[src/rtl/branch_hazard_ctrl_if.sv]
// Signal bundle between the ID-stage branch sequencing controller and its neighbours:
// the decoder, the pipeline registers, the branch unit, the PC/IF_ID and the statistics readers.
interface branch_hazard_ctrl_if #(
    parameter int CNT_W = 16
);
    logic             id_valid;
    logic [6:0]       id_opcode;
    logic [4:0]       id_rs1;
    logic [4:0]       id_rs2;
    logic [4:0]       ex_rd;
    logic             ex_reg_write;
    logic             ex_mem_read;
    logic [4:0]       mem_rd;
    logic             mem_reg_write;
    logic             mem_mem_read;
    logic [4:0]       wb_rd;
    logic             wb_reg_write;
    logic             branch_flag;
    logic             icache_ready;

    logic [1:0]       select1;
    logic [1:0]       select2;
    logic             pc_stall;
    logic             ifid_stall;
    logic             idex_bubble;
    logic             pc_sel_branch;
    logic             ifid_flush;
    logic [CNT_W-1:0] stat_branches;
    logic [CNT_W-1:0] stat_taken;
    logic [CNT_W-1:0] stat_stall_cycles;
    logic             stall_err;

    modport master (
        output id_valid, id_opcode, id_rs1, id_rs2,
        output ex_rd, ex_reg_write, ex_mem_read,
        output mem_rd, mem_reg_write, mem_mem_read,
        output wb_rd, wb_reg_write, branch_flag, icache_ready,
        input  select1, select2, pc_stall, ifid_stall, idex_bubble,
        input  pc_sel_branch, ifid_flush,
        input  stat_branches, stat_taken, stat_stall_cycles, stall_err
    );

    modport slave (
        input  id_valid, id_opcode, id_rs1, id_rs2,
        input  ex_rd, ex_reg_write, ex_mem_read,
        input  mem_rd, mem_reg_write, mem_mem_read,
        input  wb_rd, wb_reg_write, branch_flag, icache_ready,
        output select1, select2, pc_stall, ifid_stall, idex_bubble,
        output pc_sel_branch, ifid_flush,
        output stat_branches, stat_taken, stat_stall_cycles, stall_err
    );
endinterface

[src/rtl/branch_hazard_ctrl.sv]
// ID-stage branch sequencing: operand forwarding selects, RAW stall, taken-branch redirect/flush
// with icache refill wait, saturating branch statistics and a sticky stall watchdog.
module branch_hazard_ctrl #(
    parameter int MAX_STALL = 3,
    parameter int CNT_W     = 16
) (
    input logic                 clk,
    input logic                 rst_n,
    branch_hazard_ctrl_if.slave bus
);
    localparam logic [6:0] OP_BRANCH = 7'b1100011;
    localparam int RUN_W = (MAX_STALL < 1) ? 1 : $clog2(MAX_STALL + 1);
    localparam logic [RUN_W-1:0] MAX_RUN = RUN_W'(MAX_STALL);

    typedef enum logic [1:0] {RUN, STALL, REFILL} state_t;

    state_t           state;
    state_t           state_nxt;
    logic [CNT_W-1:0] branches_q;
    logic [CNT_W-1:0] taken_q;
    logic [CNT_W-1:0] stall_cycles_q;
    logic [RUN_W-1:0] run_cnt;
    logic             stall_err_q;

    logic id_live;
    logic is_br;
    logic hazard;
    logic resolved;
    logic taken;

    function automatic logic src_hazard(input logic [4:0] r, input logic [4:0] ex_rd,
                                        input logic [4:0] mem_rd, input logic ex_rw,
                                        input logic mem_mr);
        return (r != 5'd0) && ((ex_rw && ex_rd == r) || (mem_mr && mem_rd == r));
    endfunction

    // An ALU result in ALU_MEM wins over MEM_WB because it is the younger write.
    function automatic logic [1:0] fwd_sel(input logic [4:0] r, input logic [4:0] mem_rd,
                                           input logic [4:0] wb_rd, input logic mem_rw,
                                           input logic mem_mr, input logic wb_rw);
        if (r == 5'd0)                          return 2'b00;
        if (mem_rw && !mem_mr && mem_rd == r)   return 2'b01;
        if (wb_rw && wb_rd == r)                return 2'b10;
        return 2'b00;
    endfunction

    function automatic logic [CNT_W-1:0] sat_inc(input logic [CNT_W-1:0] v);
        return (&v) ? v : v + CNT_W'(1);
    endfunction

    // The decode stage is not looked at while waiting for the refill.
    assign id_live  = (state != REFILL);
    assign is_br    = bus.id_valid && (bus.id_opcode == OP_BRANCH);
    assign hazard   = id_live && is_br &&
                      (src_hazard(bus.id_rs1, bus.ex_rd, bus.mem_rd, bus.ex_reg_write, bus.mem_mem_read) ||
                       src_hazard(bus.id_rs2, bus.ex_rd, bus.mem_rd, bus.ex_reg_write, bus.mem_mem_read));
    assign resolved = id_live && is_br && !hazard;
    assign taken    = resolved && bus.branch_flag;

    always_comb begin
        // NOTE: every signal written here gets a default first so no path can infer a latch.
        bus.select1       = 2'b00;
        bus.select2       = 2'b00;
        bus.pc_stall      = 1'b0;
        bus.ifid_stall    = 1'b0;
        bus.idex_bubble   = 1'b0;
        bus.pc_sel_branch = 1'b0;
        bus.ifid_flush    = 1'b0;
        state_nxt         = state;

        if (rst_n) begin
            if (id_live && is_br) begin
                bus.select1 = fwd_sel(bus.id_rs1, bus.mem_rd, bus.wb_rd,
                                      bus.mem_reg_write, bus.mem_mem_read, bus.wb_reg_write);
                bus.select2 = fwd_sel(bus.id_rs2, bus.mem_rd, bus.wb_rd,
                                      bus.mem_reg_write, bus.mem_mem_read, bus.wb_reg_write);
            end

            case (state)
                RUN, STALL: begin
                    if (hazard) begin
                        bus.pc_stall    = 1'b1;
                        bus.ifid_stall  = 1'b1;
                        bus.idex_bubble = 1'b1;
                        state_nxt       = STALL;
                    end else if (taken) begin
                        bus.pc_sel_branch = 1'b1;
                        bus.ifid_flush    = 1'b1;
                        state_nxt         = bus.icache_ready ? RUN : REFILL;
                    end else begin
                        state_nxt = RUN;
                    end
                end
                REFILL: begin
                    if (!bus.icache_ready) begin
                        bus.pc_stall   = 1'b1;
                        bus.ifid_flush = 1'b1;
                    end else begin
                        state_nxt = RUN;
                    end
                end
                default: state_nxt = RUN;
            endcase
        end
    end

    always_ff @(posedge clk or negedge rst_n) begin
        if (!rst_n) begin
            state          <= RUN;
            branches_q     <= '0;
            taken_q        <= '0;
            stall_cycles_q <= '0;
            run_cnt        <= '0;
            stall_err_q    <= 1'b0;
        end else begin
            // NOTE: non-blocking so every register here samples the pre-edge values.
            state <= state_nxt;
            if (resolved) branches_q <= sat_inc(branches_q);
            if (taken)    taken_q    <= sat_inc(taken_q);
            if (hazard) begin
                stall_cycles_q <= sat_inc(stall_cycles_q);
                // A further hazard once MAX_STALL cycles are already counted makes the run too long.
                if (run_cnt == MAX_RUN) stall_err_q <= 1'b1;
                else                    run_cnt     <= run_cnt + RUN_W'(1);
            end else begin
                run_cnt <= '0;
            end
        end
    end

    assign bus.stat_branches     = branches_q;
    assign bus.stat_taken        = taken_q;
    assign bus.stat_stall_cycles = stall_cycles_q;
    assign bus.stall_err         = stall_err_q;
endmodule

[src/flat_wrapper.sv]
// flat-port wrapper written by rule: the top's interface ports become plain ports
module branch_hazard_ctrl_flat 
#(
    parameter int MAX_STALL = 3,
    parameter int CNT_W     = 16
)
  (clk, rst_n, bus_id_valid, bus_id_opcode, bus_id_rs1, bus_id_rs2, bus_ex_rd, bus_ex_reg_write, bus_ex_mem_read, bus_mem_rd, bus_mem_reg_write, bus_mem_mem_read, bus_wb_rd, bus_wb_reg_write, bus_branch_flag, bus_icache_ready, bus_select1, bus_select2, bus_pc_stall, bus_ifid_stall, bus_idex_bubble, bus_pc_sel_branch, bus_ifid_flush, bus_stat_branches, bus_stat_taken, bus_stat_stall_cycles, bus_stall_err);
  branch_hazard_ctrl_if #(.CNT_W(CNT_W)) bus_i ();
  input logic clk;
  input logic rst_n;
  input wire logic [$bits(bus_i.id_valid)-1:0] bus_id_valid;
  input wire logic [$bits(bus_i.id_opcode)-1:0] bus_id_opcode;
  input wire logic [$bits(bus_i.id_rs1)-1:0] bus_id_rs1;
  input wire logic [$bits(bus_i.id_rs2)-1:0] bus_id_rs2;
  input wire logic [$bits(bus_i.ex_rd)-1:0] bus_ex_rd;
  input wire logic [$bits(bus_i.ex_reg_write)-1:0] bus_ex_reg_write;
  input wire logic [$bits(bus_i.ex_mem_read)-1:0] bus_ex_mem_read;
  input wire logic [$bits(bus_i.mem_rd)-1:0] bus_mem_rd;
  input wire logic [$bits(bus_i.mem_reg_write)-1:0] bus_mem_reg_write;
  input wire logic [$bits(bus_i.mem_mem_read)-1:0] bus_mem_mem_read;
  input wire logic [$bits(bus_i.wb_rd)-1:0] bus_wb_rd;
  input wire logic [$bits(bus_i.wb_reg_write)-1:0] bus_wb_reg_write;
  input wire logic [$bits(bus_i.branch_flag)-1:0] bus_branch_flag;
  input wire logic [$bits(bus_i.icache_ready)-1:0] bus_icache_ready;
  output wire logic [$bits(bus_i.select1)-1:0] bus_select1;
  output wire logic [$bits(bus_i.select2)-1:0] bus_select2;
  output wire logic [$bits(bus_i.pc_stall)-1:0] bus_pc_stall;
  output wire logic [$bits(bus_i.ifid_stall)-1:0] bus_ifid_stall;
  output wire logic [$bits(bus_i.idex_bubble)-1:0] bus_idex_bubble;
  output wire logic [$bits(bus_i.pc_sel_branch)-1:0] bus_pc_sel_branch;
  output wire logic [$bits(bus_i.ifid_flush)-1:0] bus_ifid_flush;
  output wire logic [$bits(bus_i.stat_branches)-1:0] bus_stat_branches;
  output wire logic [$bits(bus_i.stat_taken)-1:0] bus_stat_taken;
  output wire logic [$bits(bus_i.stat_stall_cycles)-1:0] bus_stat_stall_cycles;
  output wire logic [$bits(bus_i.stall_err)-1:0] bus_stall_err;
  assign bus_i.id_valid = bus_id_valid;
  assign bus_i.id_opcode = bus_id_opcode;
  assign bus_i.id_rs1 = bus_id_rs1;
  assign bus_i.id_rs2 = bus_id_rs2;
  assign bus_i.ex_rd = bus_ex_rd;
  assign bus_i.ex_reg_write = bus_ex_reg_write;
  assign bus_i.ex_mem_read = bus_ex_mem_read;
  assign bus_i.mem_rd = bus_mem_rd;
  assign bus_i.mem_reg_write = bus_mem_reg_write;
  assign bus_i.mem_mem_read = bus_mem_mem_read;
  assign bus_i.wb_rd = bus_wb_rd;
  assign bus_i.wb_reg_write = bus_wb_reg_write;
  assign bus_i.branch_flag = bus_branch_flag;
  assign bus_i.icache_ready = bus_icache_ready;
  assign bus_select1 = bus_i.select1;
  assign bus_select2 = bus_i.select2;
  assign bus_pc_stall = bus_i.pc_stall;
  assign bus_ifid_stall = bus_i.ifid_stall;
  assign bus_idex_bubble = bus_i.idex_bubble;
  assign bus_pc_sel_branch = bus_i.pc_sel_branch;
  assign bus_ifid_flush = bus_i.ifid_flush;
  assign bus_stat_branches = bus_i.stat_branches;
  assign bus_stat_taken = bus_i.stat_taken;
  assign bus_stat_stall_cycles = bus_i.stat_stall_cycles;
  assign bus_stall_err = bus_i.stall_err;
  branch_hazard_ctrl #(.MAX_STALL(MAX_STALL), .CNT_W(CNT_W)) u_core (.clk(clk), .rst_n(rst_n), .bus(bus_i));
endmodule
[config.mk]
export PLATFORM = sky130hd
export DESIGN_NAME = branch_hazard_ctrl_flat
export DESIGN_NICKNAME = d
export VERILOG_FILES = /design/src/rtl/branch_hazard_ctrl_if.sv /design/src/rtl/branch_hazard_ctrl.sv /design/src/flat_wrapper.sv
export SDC_FILE = /design/constraint.sdc
export NUM_CORES = 1
export LEC_CHECK = 0
export CELL_PAD_IN_SITES_DETAIL_PLACEMENT = 1
export CELL_PAD_IN_SITES_GLOBAL_PLACEMENT = 1
export CORE_MARGIN = 2
export CORE_UTILIZATION = 38
export DETAILED_ROUTE_END_ITERATION = 12
export GPL_ROUTABILITY_DRIVEN = 1
export PLACE_DENSITY = 0.95
export SYNTH_ARGS = -nofsm -noshare
export SYNTH_HDL_FRONTEND = slang
export SYNTH_SLANG_ARGS = --single-unit
[constraint.sdc]
create_clock -name clk -period 5.16 [get_ports clk]
set_input_delay 0.516 -clock clk [delete_from_list [all_inputs] [get_ports clk]]
set_output_delay 0.516 -clock clk [all_outputs]
set_load 0.02 [all_outputs]
==> results_dict.tcl, run 1 <==
set metrics [dict create \
    synth_top_area_frac 0.419 \
    slowest_delay_ps 640 \
    post_cts_buffers 0 \
    power_frac_clock 0.310 \
    cpLargestDelayFamily "buffers and inverters" \
    grt_pass1_vias 2976 \
    grt_max_degree 37 \
    drive_gt1_frac 0.0552 \
    period_needed_ps 3580 \
    cts_hold_buf 0 \
    syn_area_um2 3160 \
    synth_cell_types 37 \
    synth_area_leaders "dfrtp_1 (42%), xnor2_1 (17%), nand4_1 (5.7%)" \
    post-route-period-util 0.693 \
    yosysTopAreaCell "dfrtp_1" \
    finClkSkew_ps 9.54 \
    routed_wl_um 8870 \
    yosysSeqAreaShare 0.419 \
    die_x_um 95.2 \
    io_pins 100 \
    cts_buffer_depth 2 \
    syn-mean-instance-area_um2 9.94 \
    htree_levels 2 \
    p_leak_uw 0.00173 \
    multiInputGateArea_um2 1740 \
    die_h_um 95.2 \
    ys_seq_elements 53 \
    hpwl_um 7020 \
    max_freq_ghz 0.280 \
    via_per_inst 5.37 \
    final_nets 462 \
    nFillCells 917 \
    dp_slack_ps 1580 \
    setup-tns-final_ps 0 \
    cap_violations 0 \
    hold_slack_ps 163 \
    synth_nets 364 \
    status "complete, no violations" \
    root_buffer "clkbuf_8" \
    cts.clk_slew.worst_paths_ps 110 \
    internal_power_uw 569 \
    cts_resized 0 \
    place.gp.congestion 0.836 \
    groute.usage.overall 0.202 \
    fin_util 0.531 \
    dieArea_um2 9070 \
    grt-ovfl-total 0 \
    crit_type "input port to primary output" \
    worst_setup_path_start_kind "input port" \
    clk_latency_ps 300 \
    max_slew_margin 0.549 \
    cp_max_fo 13 \
    fin_ws_ps 1580 \
    yosysWarningCount 0 \
    power.total_uw 770 \
    setup_viol 0 \
    ff_latch_area_um2 1330 \
    port_buffers 98 \
    p_sw_uw 201 \
    syn2layout_area_growth_pct 36.5 \
    clkSinkCount 53 \
    rows 33 \
    worstPathCellList "clkdlybuf4s50_1, xnor2_1, nand3_1, o22ai_1, a22oi_4, nand2b_1, o21ai_0, clkdlybuf4s50_1" \
    num_antenna_cells 0 \
    drtPass1Iterations 4 \
    crit_path_frequent_cell "clkdlybuf4s50_1" \
    rsz0062_at_grt "false" \
    cp-end-kind "primary output" \
    hold_violations 0 \
    r2r_slack_ps 2800 \
    crit_required_ps 4640 \
    cts_tree "done" \
    slowest_stage "clkdlybuf4s50_1" \
    core_um2 8130 \
    comb_power_share 0.143 \
    routed-via-count 2801 \
    min_path_type "input port to async pin" \
    powerDensity_nw_per_um2 178 \
    antenna_found_initial 0 \
    seq_power_share 0.547 \
    cp_num_buf_inv 2 \
    drt_iter0_markers 89 \
    switching_share 0.261 \
    wl_per_cell_um 17.0 \
    grt_pass1_wl_um 14500 \
    slew_violations 0 \
    cts_buffers 5 \
    ant_nets 0 \
    peakVddDrop_mv 0.113 \
    worst_pin_slew_ps 677 \
    synthCells 318 \
    route.detailed.drc 0 \
    cp.arrival_ps 3060 \
    start_util 0.389 \
]
worst register-to-register path, stage by stage, from the launching register on:
cell	delay, ps
dfrtp_1	410
ha_1	200
and4_1	240
and2_1	190
nand4_1	140
o21ai_2	570
nor2_1	160
mux2_1	350
area by class of cell:
cell class | instances | share of cell area
inverter | 5 | 0.00435
tap | 105 | 0.0304
sequential | 53 | 0.307
clock inverter | 3 | 0.00493
clock buffer | 5 | 0.0159
multi-input combinational | 249 | 0.404
timing repair buffer | 102 | 0.233
power by group through the flow:
| stage | logic [µW] | clock network (µW) | registers, µW |
|---|---|---|---|
| floorplan | 45.8 | 0 | 432 |
| global placement | 107 | 0 | 429 |
| detailed placement | 112 | 0 | 430 |
| CTS | 112 | 249 | 421 |
| global route | 120 | 267 | 422 |
| finish | 110 | 239 | 421 |
per-stage QoR:
step,instances,area [µm²]
after floorplan,318,3160
after global placement,514,4230
after detailed placement,514,4230
after CTS,522,4320
after global routing,522,4320
final,522,4320
registers in the layout, indices dropped and copies added (netlist names):
| name | flops |
|---|---|
| u_core.bus.stat_branches | 16 |
| u_core.bus.stat_stall_cycles | 16 |
| u_core.bus.stat_taken | 16 |
| u_core.run_cnt | 2 |
| u_core.state | 2 |
| u_core.bus.stall_err | 1 |
layer usage:
metal | track usage | up-vias | routed length (µm) | part of all wire
li1 | - | 1323 | - | -
met1 | 0.247 | 1378 | 3730 | 0.42
met2 | 0.356 | 88 | 4500 | 0.51
met3 | 0.0427 | 12 | 509 | 0.057
met4 | 0.0592 | 0 | 131 | 0.015
met5 | 0 | - | 0 | 0
logic make-up after synthesis:
kind of cell             count (synthesis)  share of synthesized area
buffers and inverters                   16                     0.0313
adder cells (fa/ha/maj)                  4                     0.0158
AO/OA/AOI/OAI                           14                     0.0392
XOR/XNOR                                75                      0.208
multiplexers                             5                     0.0174
AND/OR/NAND/NOR                        151                      0.269
flip-flops                              53                      0.419
synth_stat cells:
master / n
a2111oi_0: 2
a211oi_2: 1
a22oi_4: 1
and2_1: 7
and3_1: 13
and4_1: 6
buf_2: 4
buf_4: 3
buf_6: 3
clkbuf_1: 1
dfrtp_1: 53
ha_1: 4
inv_1: 5
mux2_1: 4
mux2i_1: 1
nand2_1: 22
nand2b_1: 2
nand3_1: 29
nand3_2: 2
nand4_1: 29
nand4b_1: 1
nand4bb_1: 1
nor2_1: 18
nor2b_1: 2
nor3_1: 12
nor3b_1: 2
nor4_2: 4
o21ai_0: 3
o21ai_2: 1
o21bai_1: 1
o22ai_1: 2
o22ai_2: 1
o31a_1: 1
o31ai_1: 1
or3_1: 1
xnor2_1: 60
xor2_1: 15
final timing paths:
kind,depth (start not counted),from,endpoint
worst max-delay path,8,bus_id_rs1[1],bus_pc_stall
worst min-delay path,1,rst_n,u_core.bus.stat_branches[11]$_DFFE_PN0P_
worst max register to register,7,u_core.bus.stat_stall_cycles[0]$_DFFE_PN0P_,u_core.bus.stat_stall_cycles[1]$_DFFE_PN0P_
worst min register to register,1,u_core.bus.stall_err$_DFFE_PN0P_,u_core.bus.stall_err$_DFFE_PN0P_
max in group asynchronous,3,rst_n,u_core.bus.stat_stall_cycles[15]$_DFFE_PN0P_
min in group clk,1,u_core.bus.stall_err$_DFFE_PN0P_,u_core.bus.stall_err$_DFFE_PN0P_
cell usage in the layout (no fill, tap or decap), drive strengths merged, types with 2 or more instances in the layout:
cell,Yosys,layout
and3,13,13
nor4,4,4
xor2,15,15
nor3b,2,2
clkbuf,1,5
dfrtp,53,53
and2,7,7
nand2b,2,2
and4,6,6
nor2,18,18
buf,10,5
nand4,29,29
ha,4,4
xnor2,60,60
mux2,4,4
a2111oi,2,2
clkdlybuf4s50,0,97
o22ai,3,3
inv,5,6
o21ai,4,4
nand2,22,22
nor3,12,12
nor2b,2,2
nand3,31,31
Note: power is estimated with default switching activity, not from simulation.
==> inputs of run 2 (changes only) <==
--- a/config.mk
+++ b/config.mk
@@ -8,10 +8,10 @@
 export CELL_PAD_IN_SITES_DETAIL_PLACEMENT = 1
 export CELL_PAD_IN_SITES_GLOBAL_PLACEMENT = 1
 export CORE_MARGIN = 2
-export CORE_UTILIZATION = 38
+export CORE_UTILIZATION = 35
 export DETAILED_ROUTE_END_ITERATION = 12
 export GPL_ROUTABILITY_DRIVEN = 1
-export PLACE_DENSITY = 0.95
+export PLACE_DENSITY = 0.91
 export SYNTH_ARGS = -nofsm -noshare
 export SYNTH_HDL_FRONTEND = slang
 export SYNTH_SLANG_ARGS = --single-unit
==> constraint.sdc (replaced) <==
create_clock -name clk -period 3.55 [get_ports clk]
set_input_delay 0.355 -clock clk [delete_from_list [all_inputs] [get_ports clk]]
set_output_delay 0.355 -clock clk [all_outputs]
set_load 0.02 [all_outputs]
==> run 2 against run 1 <==
  * Cell area barely moved
  * Flip-flop and latch count unchanged
  * Clock skew shrank 2.2 ps
  * First-iteration DRC count decreased by 27%
  * Cell count rose by 0.57%
  * Global-route usage down 2.0 points
  * Combinational power up 45%
==> results_dict.tcl, run 2 (synthesis gave the netlist of run 1 again) <==
set metrics [dict create \
    powerDensity_nw_per_um2 260 \
    cap_violations 0 \
    crit_type "input port to primary output" \
    clkSinkCount 53 \
    crit_path_frequent_cell "clkdlybuf4s50_1" \
    final_cell_mix "clkdlybuf4s50_1 (97), xnor2_1 (60), dfrtp_1 (53)" \
    htree_levels 2 \
    groute.usage.overall 0.181 \
    cts_tree "done" \
    io_pins 100 \
    cpLargestDelayFamily "buffers and inverters" \
    setup_viol 0 \
    die_x_um 99.0 \
    die_h_um 99.0 \
    worst_pin_slew_ps 697 \
    final_nets 462 \
    period_needed_ps 3100 \
    max_freq_ghz 0.323 \
    status "complete, no violations" \
    slew_violations 0 \
    slowest_delay_ps 630 \
    worst_setup_path_start_kind "input port" \
    cts_resized 0 \
    cp_max_fo 6 \
    grt_pass1_vias 3020 \
    clk_latency_ps 300 \
    cts_buffer_depth 2 \
    hpwl_um 6660 \
    via_per_inst 5.35 \
    power.total_uw 1120 \
    rsz0062_at_grt "false" \
    ant_nets 0 \
    antenna_found_initial 1 \
    crit_required_ps 3190 \
    grt_max_degree 46 \
    cts_hold_buf 0 \
    min_path_type "input port to async pin" \
    route.detailed.drc 0 \
    wl_per_cell_um 16.5 \
    drt_iter0_markers 65 \
    drive_gt1_frac 0.0552 \
    grt_pass1_wl_um 14600 \
    cp_num_buf_inv 2 \
    startpoint "bus_id_rs1[3]" \
    routed_wl_um 8660 \
    hold_violations 0 \
    final_common_cell "clkdlybuf4s50_1" \
    place.gp.congestion 0.910 \
    syn2layout_area_growth_pct 36.6 \
    drtPass1Iterations 4 \
    slowest_stage "clkdlybuf4s50_1" \
    port_buffers 98 \
    routed-via-count 2807 \
    dieArea_um2 9810 \
    post-route-period-util 0.873 \
    setup-tns-final_ps 0 \
    root_buffer "clkbuf_8" \
    post_cts_buffers 0 \
    core_um2 8720 \
    cp.arrival_ps 2740 \
    rows 34 \
    finClkSkew_ps 7.38 \
    reg2reg_from "u_core.bus.stat_stall_cycles[0]$_DFFE_PN0P_" \
    cts_buffers 5 \
    fin_util 0.495 \
    cts.clk_slew.worst_paths_ps 100 \
    max_slew_margin 0.534 \
    grt-ovfl-total 0 \
    start_util 0.363 \
    peakVddDrop_mv 0.141 \
    num_antenna_cells 0 \
    worstPathCellList "clkdlybuf4s50_1, xnor2_1, nand3_1, o22ai_1, a22oi_4, nand2b_1, o21ai_0, clkdlybuf4s50_1" \
    p_leak_uw 0.00173 \
    cp-end-kind "primary output" \
]
[run 2: cell counts in the layout (fill, tap and decap cells not counted)]
No cell type changed its count.
[run 2: metal layers]
layer  vias to the layer above  global-route usage  part of all wire
met4                         2              0.0443            0.0095
met1                      1392               0.231              0.44
met2                        82               0.312              0.50
met3                        10              0.0411             0.056
met5                         -                   0            0.0013
li1                       1321                   -                 -
[run 2: worst paths after layout]
kind                       slack [ps]  cells after the start                                     endpoint
hold / removal                     70                      2        u_core.bus.stat_taken[11]$_DFFE_PN0P_
min in group clk                  500                      1      u_core.bus.stat_branches[5]$_DFFE_PN0P_
max in group asynchronous        3070                      2  u_core.bus.stat_stall_cycles[2]$_DFFE_PN0P_
setup reg to reg                 1200                      7  u_core.bus.stat_stall_cycles[1]$_DFFE_PN0P_
setup / recovery                  450                      8                                 bus_pc_stall
hold reg to reg                   500                      1      u_core.bus.stat_branches[5]$_DFFE_PN0P_
[run 2: worst reg2reg max path: cells and delay by family (launching register included)]
family                     cells  cell delay, ps
muxes                          1             340
DFF                            1             430
adders and majority gates      1             210
AOI/OAI and AO/OA              1             560
and+or+nand+nor                4             720
[run 2: final cells by class]
type,count,area (µm²)
well taps,108,135
flip-flops and latches,53,1330
clock buffers,5,68.8
clock inverters,3,21.3
fillers,991,4400
multi-input cells,249,1740
repair buffers,102,1010
inverters,5,18.8
[run 2: through the flow]
stage / instances / setup slack (ps) / cell area [µm²] / hold WS, ps
after global routing: 525 / 291 / 4320 / 79.6
final: 525 / 451 / 4320 / 74.0
after detailed placement: 517 / 441 / 4230 / 407
after floorplan: 318 / 933 / 3160 / 59.4
after CTS: 525 / 445 / 4320 / 68.2
after global placement: 517 / 501 / 4230 / 388
[run 2: where the power goes]
part           internal [µW]  switching [µW]  leakage (µW)
Clock                    141             212     0.0000445
Combinational           80.1            79.1      0.000943
Sequential               607            5.43      0.000740
Total                    828             297       0.00173
